File: src/rtl/spi_slave_regfile_cmd.sv
`default_nettype none
// ============================================================================
// Module      : spi_slave_regfile_cmd
// Description : SPI command decoder between the mode-3 SPI byte driver and the
//               pulse controller. It does the following:
//                 - writes an indexed register file, committing only after an
//                   XOR checksum matches
//                 - serves register readback and a multi-byte feedback snapshot
//                 - stretches every ack pulse so a slower clock domain can
//                   sample it
// Ports       : clk, rst_n        core clock, async active-low reset
//               cs_n              chip select (already synchronised)
//               rx_byte/rx_valid  received byte and its 1-cycle strobe
//               tx_byte           next response byte for the SPI driver
//               reg_data          flat register file image
//               reg_ack           per-register commit ack (stretched)
//               start_ack/stop_ack start/stop command acks (stretched)
//               fb_data_async     feedback word from the other domain
//               fb_update         "feedback word stable" flag from that domain
//               err_cnt           saturating rejected-frame counter
// Revision    : 1.0 - initial release
// ============================================================================
module spi_slave_regfile_cmd #(
  parameter int NUM_REGS   = 4,
  parameter int DATA_BYTES = 2,
  parameter int FB_BYTES   = 4,
  parameter int ACK_CYCLES = 4,
  parameter logic [NUM_REGS*8*DATA_BYTES-1:0] RESET_VALUES = '0
) (
  input  logic                           clk,
  input  logic                           rst_n,
  input  logic                           cs_n,
  input  logic [7:0]                     rx_byte,
  input  logic                           rx_valid,
  output logic [7:0]                     tx_byte,
  output logic [NUM_REGS*8*DATA_BYTES-1:0] reg_data,
  output logic [NUM_REGS-1:0]            reg_ack,
  output logic                           start_ack,
  output logic                           stop_ack,
  input  logic [8*FB_BYTES-1:0]          fb_data_async,
  input  logic                           fb_update,
  output logic [7:0]                     err_cnt
);

  localparam int RW   = 8 * DATA_BYTES;
  localparam int MAXB = (DATA_BYTES > FB_BYTES) ? DATA_BYTES : FB_BYTES;
  localparam int SW   = 8 * MAXB;
  localparam int CW   = $clog2(MAXB + 1);
  localparam int AW   = $clog2(ACK_CYCLES + 1);
  localparam int NACK = NUM_REGS + 2;

  localparam logic [2:0] S_IDLE    = 3'd0;
  localparam logic [2:0] S_PULSE   = 3'd1;
  localparam logic [2:0] S_WR_DATA = 3'd2;
  localparam logic [2:0] S_WR_CHK  = 3'd3;
  localparam logic [2:0] S_RD      = 3'd4;
  localparam logic [2:0] S_FB      = 3'd5;
  localparam logic [2:0] S_DISCARD = 3'd6;

  logic [2:0]          state_q, state_d;
  logic [CW-1:0]       cnt_q, cnt_d;
  logic [7:0]          tx_q, tx_d;
  logic [SW-1:0]       stream_q, stream_d;   // bytes still to be sent, LSB next
  logic [RW-1:0]       shadow_q, shadow_d;
  logic [7:0]          chk_q, chk_d;
  logic [4:0]          widx_q, widx_d;
  logic                is_start_q, is_start_d;
  logic                commit_q, commit_d;
  logic                cs_prev_q;
  logic [2:0]          sync_q;
  logic [8*FB_BYTES-1:0] snap_q;
  logic [7:0]          err_q;
  logic                err_inc;

  logic                w_cs_rise;
  logic                w_idx_ok;
  logic [RW-1:0]       w_rd_word;
  logic [RW+7:0]       w_shift;
  logic [NACK-1:0]     w_pulse;
  logic [NACK-1:0]     w_ack;

  assign w_cs_rise = cs_n & ~cs_prev_q;
  assign w_idx_ok  = int'(rx_byte[4:0]) < NUM_REGS;
  // Payload arrives LSB first: shift each byte in from the top.
  assign w_shift   = {rx_byte, shadow_q};

  always_comb begin
    w_rd_word = '0;
    for (int i = 0; i < NUM_REGS; i++) begin
      if (rx_byte[4:0] == 5'(i)) w_rd_word = reg_data[i*RW +: RW];
    end
  end

  always_comb begin
    state_d    = state_q;
    cnt_d      = cnt_q;
    tx_d       = tx_q;
    stream_d   = stream_q;
    shadow_d   = shadow_q;
    chk_d      = chk_q;
    widx_d     = widx_q;
    is_start_d = is_start_q;
    commit_d   = 1'b0;
    err_inc    = 1'b0;
    if (state_q == S_IDLE) cnt_d = '0;
    if (w_cs_rise && state_q != S_IDLE) begin
      // Frame aborted: any byte in this cycle is dropped, shadow is abandoned.
      state_d = S_IDLE;
      tx_d    = 8'hFF;
      cnt_d   = '0;
      err_inc = (state_q == S_WR_DATA) || (state_q == S_WR_CHK);
    end else begin
      case (state_q)
        S_IDLE: begin
          if (rx_valid && !w_cs_rise) begin
            if (rx_byte == 8'h06 || rx_byte == 8'h04) begin
              state_d    = S_PULSE;
              is_start_d = rx_byte[1];
            end else if (rx_byte[7:5] == 3'b100 && w_idx_ok) begin
              state_d = S_WR_DATA;
              widx_d  = rx_byte[4:0];
              chk_d   = rx_byte;
            end else if (rx_byte[7:5] == 3'b110 && w_idx_ok) begin
              state_d  = S_RD;
              tx_d     = w_rd_word[7:0];
              stream_d = SW'(w_rd_word) >> 8;
            end else if (rx_byte == 8'hAB) begin
              state_d  = S_FB;
              tx_d     = snap_q[7:0];
              stream_d = SW'(snap_q) >> 8;
            end else begin
              state_d = S_DISCARD;
              err_inc = 1'b1;
            end
          end
        end
        S_PULSE: state_d = S_IDLE;
        S_WR_DATA: begin
          if (rx_valid) begin
            shadow_d = w_shift[RW+7:8];
            chk_d    = chk_q ^ rx_byte;
            cnt_d    = cnt_q + 1'b1;
            if (cnt_q == CW'(DATA_BYTES - 1)) state_d = S_WR_CHK;
          end
        end
        S_WR_CHK: begin
          if (rx_valid) begin
            if (rx_byte == chk_q) commit_d = 1'b1;
            else                  err_inc  = 1'b1;
            state_d = S_IDLE;
          end
        end
        S_RD, S_FB: begin
          if (rx_valid) begin
            if ((state_q == S_RD && cnt_q == CW'(DATA_BYTES - 1)) ||
                (state_q == S_FB && cnt_q == CW'(FB_BYTES - 1))) begin
              state_d = S_IDLE;
              tx_d    = 8'hFF;
            end else begin
              tx_d     = stream_q[7:0];
              stream_d = stream_q >> 8;
              cnt_d    = cnt_q + 1'b1;
            end
          end
        end
        S_DISCARD: if (cs_n) state_d = S_IDLE;
        default:   state_d = S_IDLE;
      endcase
    end
  end

  always_ff @(posedge clk or negedge rst_n) begin
    if (!rst_n) begin
      state_q    <= S_IDLE;
      cnt_q      <= '0;
      tx_q       <= 8'hFF;
      stream_q   <= '0;
      shadow_q   <= '0;
      chk_q      <= '0;
      widx_q     <= '0;
      is_start_q <= 1'b0;
      commit_q   <= 1'b0;
      cs_prev_q  <= 1'b1;  // deselected, so reset release is not seen as a rise
      sync_q     <= '0;
      snap_q     <= '0;
      err_q      <= '0;
    end else begin
      state_q    <= state_d;
      cnt_q      <= cnt_d;
      tx_q       <= tx_d;
      stream_q   <= stream_d;
      shadow_q   <= shadow_d;
      chk_q      <= chk_d;
      widx_q     <= widx_d;
      is_start_q <= is_start_d;
      commit_q   <= commit_d;
      cs_prev_q  <= cs_n;
      sync_q     <= {sync_q[1:0], fb_update};
      // Snapshot only between frames so a readout is never torn.
      if (sync_q[2] && cs_n) snap_q <= fb_data_async;
      if (err_inc && err_q != 8'hFF) err_q <= err_q + 8'd1;
    end
  end

  genvar g;
  for (g = 0; g < NUM_REGS; g++) begin : g_reg
    logic [RW-1:0] val_q;
    always_ff @(posedge clk or negedge rst_n) begin
      if (!rst_n)                                val_q <= RESET_VALUES[g*RW +: RW];
      else if (commit_q && widx_q == 5'(g))      val_q <= shadow_q;
    end
    assign reg_data[g*RW +: RW] = val_q;
    assign w_pulse[g] = commit_q && (widx_q == 5'(g));
  end

  assign w_pulse[NUM_REGS]     = (state_q == S_PULSE) && !w_cs_rise && is_start_q;
  assign w_pulse[NUM_REGS + 1] = (state_q == S_PULSE) && !w_cs_rise && !is_start_q;

  // Each ack reloads its hold counter on a pulse edge, so back-to-back
  // triggers extend the hold without a gap.
  for (g = 0; g < NACK; g++) begin : g_ack
    logic [AW-1:0] hold_q;
    logic          prev_q;
    always_ff @(posedge clk or negedge rst_n) begin
      if (!rst_n) begin
        hold_q <= '0;
        prev_q <= 1'b0;
      end else begin
        prev_q <= w_pulse[g];
        if (w_pulse[g] && !prev_q) hold_q <= AW'(ACK_CYCLES);
        else if (hold_q != '0)     hold_q <= hold_q - 1'b1;
      end
    end
    assign w_ack[g] = (hold_q != '0);
  end

  assign reg_ack   = w_ack[NUM_REGS-1:0];
  assign start_ack = w_ack[NUM_REGS];
  assign stop_ack  = w_ack[NUM_REGS + 1];
  assign tx_byte   = tx_q;
  assign err_cnt   = err_q;

endmodule
`default_nettype wire
File: config.mk
export PLATFORM = sky130hd
export DESIGN_NAME = spi_slave_regfile_cmd
export DESIGN_NICKNAME = d
export VERILOG_FILES = /design/src/rtl/spi_slave_regfile_cmd.sv
export SDC_FILE = /design/constraint.sdc
export NUM_CORES = 1
export LEC_CHECK = 0
export ABC_CLOCK_PERIOD_IN_PS = 2840
export BUFFER_PORTS_ARGS = -buffer_cell sky130_fd_sc_hd__buf_2
export CORE_UTILIZATION = 37
export DETAILED_ROUTE_END_ITERATION = 10
export HOLD_SLACK_MARGIN = 0.05
export PLACE_DENSITY = 0.59
export SYNTH_ARGS = -nofsm -noshare
export SYNTH_HDL_FRONTEND = slang
export SYNTH_SLANG_ARGS = --single-unit
File: constraint.sdc
create_clock -name clk -period 2.84 [get_ports clk]
set_input_delay 0.426 -clock clk [delete_from_list [all_inputs] [get_ports clk]]
set_output_delay 0.426 -clock clk [all_outputs]
set_load 0.02 [all_outputs]
# Word level (Yosys, flattened, before mapping)
# Index checks and enable logic that the tools add are counted.
[word_totals] out_inout_bits=86 regBits=209 inputBits=45
[classes] n_reduce_logical=59 addsub=8 muxes=70 bitwise=5 magnitude_cmp=1 n_eq_ne=39
[op_table] operator="$mux W32" n=7
[op_table] operator="$mux W8" n=12
[op_table] operator="$mux W3" n=27
[op_table] operator="$mux W16" n=4
[op_table] operator="$pmux W32 S2" n=1
[op_table] operator="$pmux W8 S2" n=2
[op_table] operator="$reduce_bool A3 Y1" n=8
[op_table] operator="$logic_and A1 B1 Y1" n=21
[op_table] operator="$ne A3 B3 Y1 const B" n=7
[op_table] operator="$eq A5 B2 Y1 const B" n=4
[op_table] operator="$sub A3 B1 Y3 const B" n=6
[op_table] operator="$eq A8 B3 Y1 const B" n=2
[op_table] operator="$reduce_bool A2 Y1" n=8
[op_table] operator="$eq A3 B3 Y1 const B" n=5
[op_table] operator="$pmux W3 S5" n=1
[op_table] operator="$mux W1" n=12
[op_table] operator="$reduce_and A6 Y1" n=2
[op_table] operator="$eq A5 B1 Y1 const B" n=2
[op_table] operator="$logic_not A5 Y1" n=2
[op_table] operator="$ne A2 B2 Y1 const B" n=5
[op_table] operator="$eq A3 B2 Y1 const B" n=3
[op_table] operator="$add A8 B1 Y8 const B" n=1
[op_table] operator="$eq A8 B8 Y1" n=1
[op_table] operator="$eq A8 B8 Y1 const B" n=1
[op_table] operator="23 further kinds" n=38

# Depth between registers and ports, before layout
# Gate-level depths: netlist of run 1.
[depth] ltp_word=11 mapped_depth=9 mapped_depth_nobuf=8

# Worst setup path before layout of run 1
# Ideal clock, no wire load.
[synth_timing] path_kind="in2reg" start="input rx_byte[3]" end="register stream_q[0]" setup_ns=0.125 stages=8 n_path_buf=3 slack_ns=0.641 arrival_ns=2.074 cell_sequence="buf_2 nor3_4 and4b_1 buf_4 nor2_2 nor3_4 buf_6 mux2_4"
[synth_via] elab_chain_len=10
[synth_rtl] element="start, declared" line_no="33" source="input logic [7:0] rx_byte,"
[synth_rtl] element="$logic_not A5 Y1" line_no="90" source="if (rx_byte[4:0] == 5'(i)) w_rd_word = reg_data[i*RW +: RW];"
[synth_rtl] element="$mux W16 (4 in a row)" line_no="90"
[synth_rtl] element="$mux W32" line_no="123" source="end else if (rx_byte[7:5] == 3'b110 && w_idx_ok) begin"
[synth_rtl] element="$mux W32" line_no="119" source="end else if (rx_byte[7:5] == 3'b100 && w_idx_ok) begin"
[synth_rtl] element="$mux W32" line_no="116" source="if (rx_byte == 8'h06 || rx_byte == 8'h04) begin"
[synth_rtl] element="$mux W32" line_no="115" source="if (rx_valid && !w_cs_rise) begin"
[synth_rtl] element="$pmux W32 S2" line_no="113" source="case (state_q)"
[synth_rtl] element="end signal, assigned" line_no="191" source="stream_q <= stream_d;"
[synth_rtl] element="end, declared" line_no="63" source="logic [SW-1:0] stream_q, stream_d;"
# Several ways; a longest one is shown, not always the timed one. The select of a mux whose other input is x is not followed.
# A chain may end at the register's enable or synchronous reset.

# Worst setup path in the final report of run 1
[layout_timing] start="register state_q[1]" end="register stream_q[0]"
[layout_via] elab_chain_len=5
[layout_rtl] element="start, declared" line_no="60" source="logic [2:0] state_q, state_d;"
[layout_rtl] element="start signal, assigned" line_no="188" source="state_q <= state_d;"
[layout_rtl] element="$eq A3 B3 Y1 (on tied branches)" line_no="113, 155, 156"
[layout_rtl] element="$logic_and A1 B1 Y1 (on tied branches)" line_no="155, 156"
[layout_rtl] element="$logic_or A1 B1 Y1" line_no="155" source="if ((state_q == S_RD && cnt_q == CW'(DATA_BYTES - 1)) ||"
[layout_rtl] element="$ne A2 B2 Y1 (no source line)"
[layout_rtl] element="$reduce_and A8 Y1 (no source line)"
# Several ways; a longest one is shown, not always the timed one.

==> results of run 1 <==
## logic make-up (layout without fill, tap and decap cells)
logic type | after synthesis | in the layout | synth area share
other | 0 | 1 | 0
XOR/XNOR | 23 | 23 | 0.0216
buffers and inverters | 73 | 223 | 0.0333
multiplexers | 111 | 111 | 0.146
AND/OR/NAND/NOR | 326 | 326 | 0.159
AO/OA/AOI/OAI | 106 | 106 | 0.0778
flip-flops | 201 | 201 | 0.541
adder cells (fa/ha/maj) | 16 | 16 | 0.0215
## state kept, by name, indices dropped and copies added (netlist names)
register and flops:
commit_q 1, err_cnt 8, cnt_q 3, is_start_q 1
snap_q 32, state_q 3, g.val_q 64, cs_prev_q 1
stream_q 24, shadow_q 16, chk_q 8, g_ack.hold_q 18
tx_byte 8, g_ack.prev_q 6, widx_q 5, sync_q 3
## final cells by class
cell class | count | area [sq um]
repair buffers | 156 | 897
clock buffers | 33 | 673
fillers | 2382 | 13400
well taps | 324 | 405
diodes | 1 | 2.50
clock inverters | 5 | 31.3
inverters | 29 | 109
flip-flops and latches | 201 | 5040
multi-input cells | 582 | 3960
## synthesized netlist by cell type (2+ instances only)
master / n / area share
a2bb2oi_1: 2 / 0.0019
inv_1: 27 / 0.011
mux2_2: 82 / 0.099
a211oi_1: 6 / 0.0048
xnor2_1: 7 / 0.0066
o211ai_1: 3 / 0.0024
a21oi_1: 5 / 0.0027
nor2_2: 2 / 0.0013
nand2_1: 164 / 0.066
buf_4: 2 / 0.0016
a211o_1: 4 / 0.0038
and2_1: 5 / 0.0034
buf_6: 2 / 0.0024
dfrtp_1: 192 / 0.52
nand2b_1: 9 / 0.0060
xor2_1: 16 / 0.015
nor3_4: 2 / 0.0035
and3_1: 6 / 0.0040
a21o_1: 2 / 0.0016
o221ai_1: 2 / 0.0019
o311a_1: 2 / 0.0021
a31oi_1: 17 / 0.011
o31ai_1: 2 / 0.0016
nand4_1: 3 / 0.0020
ha_1: 16 / 0.021
nor3b_1: 2 / 0.0016
mux2i_1: 12 / 0.013
nor4_1: 2 / 0.0013
nor3_1: 25 / 0.013
nor2_1: 57 / 0.023
dfstp_2: 9 / 0.025
buf_1: 7 / 0.0028
buf_2: 10 / 0.0054
o22a_1: 8 / 0.0075
mux4_2: 8 / 0.019
o21ai_0: 40 / 0.021
nand3_1: 26 / 0.014
clkinv_1: 2 / 0.00081
or3_1: 2 / 0.0013
clkbuf_1: 22 / 0.0089
nor2b_1: 11 / 0.0074
mux2_4: 8 / 0.013
a221oi_1: 8 / 0.0075
## per-stage QoR
step	cell area, sq um	utilization	hold WS [ps]
finish	11100	0.453	69.1
floorplan	9310	-	130
global route	11100	0.453	61.8
detailed placement	10400	0.424	337
global placement	10400	0.424	337
CTS	11100	0.453	57.5
## power groups by stage
stage               Sequential, mW  Combinational (mW)  Clock, mW
CTS                           4.28                2.81       2.86
global route                  4.38                3.10       2.97
finish                        4.28                2.77       2.80
floorplan                     4.14                2.08          0
detailed placement            4.33                2.79          0
global placement              4.32                2.72          0
## final timing paths
| check | to | slack (ps) |
|---|---|---|
| worst max-delay path | stream_q[0] | 550 |
| worst min-delay path | cs_prev_q | 70 |
| worst max register to register | stream_q[0] | 550 |
| worst min register to register | sync_q[1] | 350 |
| max in group asynchronous | g_ack[1].hold_q[2] | 1560 |
| min in group asynchronous | g_reg[1].val_q[7] | 480 |
## worst max-delay path: cells and delay by family (launching register included)
kind	cells	cell delay (ps)
and+or+nand+nor	3	820
AOI/OAI and AO/OA	1	480
muxes	1	270
DFF	1	620
## layout by cell type, fill, tap and decap left out, types with 6 or more instances in the layout
cell,netlist,final
mux2_4,8,8
mux2i_1,12,12
o22a_1,8,8
clkbuf_8,0,7
dfstp_2,9,9
clkbuf_16,0,23
nand2b_1,9,9
dfrtp_1,192,192
and3_1,6,6
xnor2_1,7,7
nand2_1,164,164
buf_2,10,129
mux4_2,8,8
mux2_2,82,82
a31oi_1,17,17
nand3_1,26,26
inv_1,27,27
ha_1,16,16
a221oi_1,8,8
xor2_1,16,16
buf_4,2,21
a211oi_1,6,6
o21ai_0,40,40
nor2b_1,11,11
nor2_1,57,57
nor3_1,25,25
## per-layer routing
metal  vias up  track usage  routed length (microns)
met5         -            0                        8
met4         2       0.0489                      429
met3        30       0.0354                     1300
met2       170        0.285                    10800
met1      3374        0.278                    11500
li1       3217            -                        -
==> flow_summary.toml, run 1 <==
[finish]
layout-drive-gt1-share = 0.305
finalNonFillerCells = 1331
area.growth.synth_to_final_pct = 19.4
final_net_count = 1053

[grt]
gr-total-overflow = 0
grt_pass1_wl_mm = 38.4
antenna_found_initial = 2
grt_usage = 0.189
grt_max_degree = 66
grt_pass1_vias = 6764

[logic_synthesis]
synth_cells = 856
synthArstFlopShare = 1.00
ys_ff_latch = 201
yosys_warnings = 0
synth_seq_area_share = 0.541
synthFlopType = "dfrtp_1"
syn_area_sq_um = 9310
avgSynthCellArea_sq_um = 10.9
synth-edff-count = 0
synth.distinct_cells = 60
synth_fp_nets = 917

[cts]
cts_setup_buffers = 0
insertion_delay_ps = 510
clk_pin_slew_ps = 60
h-tree-depth = 1
ctsHoldBuffers = 2
clock_path_buffers = 3
numClockSinks = 201
ctsResizeCount = 0
cts-root-buf = "clkbuf_16"
tritoncts = "yes"
cts_buffers = 22

[pwr]
swShare = 0.340
p_clk_frac = 0.284
p_comb_frac = 0.281
peakVddDrop_v = 0.000549
power.leakage_nw = 5.49
p_per_area_nw_per_um2 = 886
p_int_mw = 6.50
pwr-share-seq = 0.435
p_sw_mw = 3.35
total_power_mw = 9.85

[floorplanning]
rows = 57
die_w_microns = 161
start_util = 0.380
dieArea_sq_um = 25800
core-area_sq_um = 24500
io_pins = 131
die_h_microns = 161

[timing]
skew_ps = 14.5
tightest_slew_ps = 704
clock.fmax_mhz = 437
final_max_slew_viol_count = 0
hold_viol = 0
rsz0062_at_grt = "no"
maxSlewHeadroom = 0.524
finalCritPeriodShare = 0.806
finalWorstSetupSlack_ps = 550
final.setup.tns_ps = 0
min_period_ps = 2290
setup_violations = 0

[drt]
drtIter0Drc = 406
dr.pass1.iters = 5
vias_per_cell = 5.10
routed_wl_mm = 24.0
vias = 6793
antenna_left = 0
drc = 0
wl_per_cell_microns = 18.0

[placed_design]
dp_cells = 1290
io_buffer_count = 130
place_ws_ps = 400
hpwl_mm = 16.8
place_congestion = 0.799

[setup_path]
slowest_stage = "dfrtp_1"
startpoint_type = "flop"
path_class = "flop to flop"
crit_path_end_kind = "flop"
crit_path_max_fanout = 15
r2r-start = "state_q[1]"
crit_arrival_ps = 2680
crit_path_max_incr_delay_ps = 620
reg2regPathDepth = 5
crit_required_ps = 3230
path_cells = "nand2b_1 -> nand2_1 -> a221oi_1 -> nor3_1 -> mux2_4"
cp-startpoint = "state_q[1]"

[hold_path]
min_path_type = "input pin to flop"
hold_depth = 1
worstHoldStart = "cs_n"

[job]
maxCapViolCount = 0

[status]
status = "complete, no violations"
(Power assumes the default switching activity.)
==> run 2, diff against run 1 <==
- ABC_AREA: default -> 1
- ABC_CLOCK_PERIOD_IN_PS: 2840 -> 1940
- PLACE_DENSITY: 0.59 -> 0.61
- clock period: 2.84 -> 1.94 ns (I/O delays scaled with it)
==> flow_summary.toml, run 2 <==
[status]
status = "complete, no violations"

[pwr]
p_int_mw = 9.36
p_sw_mw = 4.98
peakVddDrop_v = 0.000654
pwr-share-seq = 0.387
p_per_area_nw_per_um2 = 1210
p_clk_frac = 0.307
p_comb_frac = 0.306
swShare = 0.347
power.leakage_nw = 6.14

[logic_synthesis]
synth_top_area_share = 0.514
yosysMostFrequentCell = "nand2_1"
synth_mux_area_frac = 0.0289
synth_compound_area_frac = 0.112
avgSynthCellArea_sq_um = 8.41
yosys_warnings = 0
synth_seq_area_share = 0.539
synth-edff-count = 0
synth.distinct_cells = 35
yosys.area_share.simple = 0.210
synthTopCellsByArea = "dfrtp_1, nand2_1, o21ai_0, inv_1, nand3_1"
syn_area_sq_um = 9350
synth_cells = 1112
synthAdderAreaFrac = 0.0214
synthArstFlopShare = 1.00
synth_fp_nets = 1173
synth_top_family_by_area = "simple AND/OR/NAND/NOR gates"
ys_ff_latch = 201
synth-xor-area-share = 0.0140
synth_top_area_cell = "dfrtp_1"
synth_common_cells = "nand2_1, dfrtp_1, o21ai_0"
synthFlopType = "dfrtp_1"

[cts]
h-tree-depth = 1
insertion_delay_ps = 520
cts-root-buf = "clkbuf_16"
cts_buffers = 24
cts_setup_buffers = 0
numClockSinks = 201
tritoncts = "yes"
clk_pin_slew_ps = 60
clock_path_buffers = 3

[finish]
seqCellArea_sq_um = 5040
layout-drive-gt1-share = 0.199
layout_common_cells = "nand2_1, dfrtp_1, o21ai_0"
final_common_cell = "nand2_1"
n_antenna_cell = 0
regMostFlops = "g.val_q"
area.growth.synth_to_final_pct = 26.3
top_regs = "g.val_q x64, snap_q x32, stream_q x24"
final_net_count = 1370
n_fill_cell = 2399
multi_input_area_sq_um = 3610
largest_reg_flops = 64

[floorplanning]
dieArea_sq_um = 25900
die_h_microns = 161
rows = 57
die_w_microns = 161
io_pins = 131
core-area_sq_um = 24500
start_util = 0.381

[setup_path]
crit_path_max_fanout = 19
reg2reg_slack_ps = 130
slowest_stage = "dfrtp_1"
cp-startpoint = "cnt_q[1]"
crit_path_end_kind = "flop"
r2r-start = "cnt_q[1]"
reg2regPathDepth = 10
worstSetupEndpoint = "stream_q[19]"
crit_arrival_ps = 2230
path_cells = "ha_1 -> ha_1 -> nand3_1 -> nand2_1 -> nand2_1 -> nand3_2 -> nor2_8 -> buf_12 -> nand3_1 -> o21ai_0"
reg2reg_to = "stream_q[19]"
crit_required_ps = 2360
startpoint_type = "flop"
crit_path_max_incr_delay_ps = 410
path_class = "flop to flop"

[drt]
antenna_left = 0
wl_per_cell_microns = 14.9
vias_per_cell = 4.76
drc = 0
vias = 7861
dr.pass1.iters = 6
routed_wl_mm = 24.7
drtIter0Drc = 684

[timing]
final.setup.tns_ps = 0
final_max_slew_viol_count = 0
clock.fmax_mhz = 552
hold_ws_ps = 71.7
min_period_ps = 1810
hold_viol = 0
skew_ps = 24.9
rsz0062_at_grt = "no"
tightest_slew_ps = 547
finalCritPeriodShare = 0.934
maxSlewHeadroom = 0.635
setup_violations = 0

[grt]
grt_pass1_wl_mm = 40.3
grt_usage = 0.195
grt_max_degree = 58
gr-total-overflow = 0
grt_pass1_vias = 7688
antenna_found_initial = 0

[placed_design]
hpwl_mm = 17.8
io_buffer_count = 130
place_congestion = 0.856

[hold_path]
worstHoldStart = "fb_data_async[0]"
min_path_type = "input pin to flop"

[job]
maxCapViolCount = 0
## run 2: cell families after synthesis
kind of cell / after synthesis
AND/OR/NAND/NOR: 482
flip-flops: 201
AO/OA/AOI/OAI: 200
buffers and inverters: 174
multiplexers: 24
adder cells (fa/ha/maj): 16
XOR/XNOR: 15
## run 2: per-layer routing
layer	GRT usage	up-vias	routed length, microns
met5	0	-	0
met4	0.0455	0	366
met3	0.0293	31	937
met2	0.315	151	11500
met1	0.275	3742	11900
li1	-	3937	-
## run 2: stage by stage
| stage | utilization | cells | total power, mW | setup slack, ps | instance area (sq um) |
|---|---|---|---|---|---|
| final | 0.481 | 1650 | 14.3 | 128 | 11800 |
| after global routing | 0.481 | 1650 | 15.3 | 4.88 | 11800 |
| after CTS | 0.481 | 1650 | 14.5 | 47.1 | 11800 |
| after detailed placement | 0.436 | 1575 | 9.93 | 55.8 | 10700 |
| after global placement | 0.436 | 1575 | 9.83 | 78.4 | 10700 |
| after floorplan | - | 1112 | 8.43 | 163 | 9350 |
## run 2: cell type report
| type | count | share of cell area |
|---|---|---|
| multi-input combinational | 737 | 0.306 |
| clock inverter | 4 | 0.00477 |
| tap | 324 | 0.0343 |
| timing repair buffer | 208 | 0.123 |
| inverter | 137 | 0.0438 |
| clock buffer | 39 | 0.0615 |
| sequential | 201 | 0.427 |
## run 2: worst min path at each step
stage                         end  slack (ps)  cells past startpoint
6_report                snap_q[0]          70                      3
5_1_grt                 snap_q[0]          60                      3
4_1_cts                 snap_q[0]          50                      3
3_5_place_dp   g_ack[0].hold_q[1]         330                      1
3_3_place_gp   g_ack[0].hold_q[1]         320                      1
2_1_floorplan            chk_q[0]          -5                      0
## run 2: power by group through the flow
stage               Sequential (mW)  Clock [mW]  Combinational, mW
global placement               5.59           0               4.24
floorplan                      5.61           0               2.81
CTS                            5.54        4.51               4.41
global route                   5.63        4.69               5.01
finish                         5.55        4.40               4.39
detailed placement             5.60           0               4.32
## run 2: timing repair
| item | 4_1_cts | 5_1_grt |
|---|---|---|
| endpoints found under the hold margin | 76 | 0 |
| endpoints found under the setup margin | 0 | 43 |
| gates resized for setup | 0 | 5 |
| hold buffers | 32 | 0 |
## run 2: critical path: cells and delay by family (launching register included)
kind,cells,cell delay [ps]
adders and majority gates,2,380
DFF,1,410
buffers and inverters,1,160
AOI/OAI and AO/OA,1,80
and+or+nand+nor,6,690
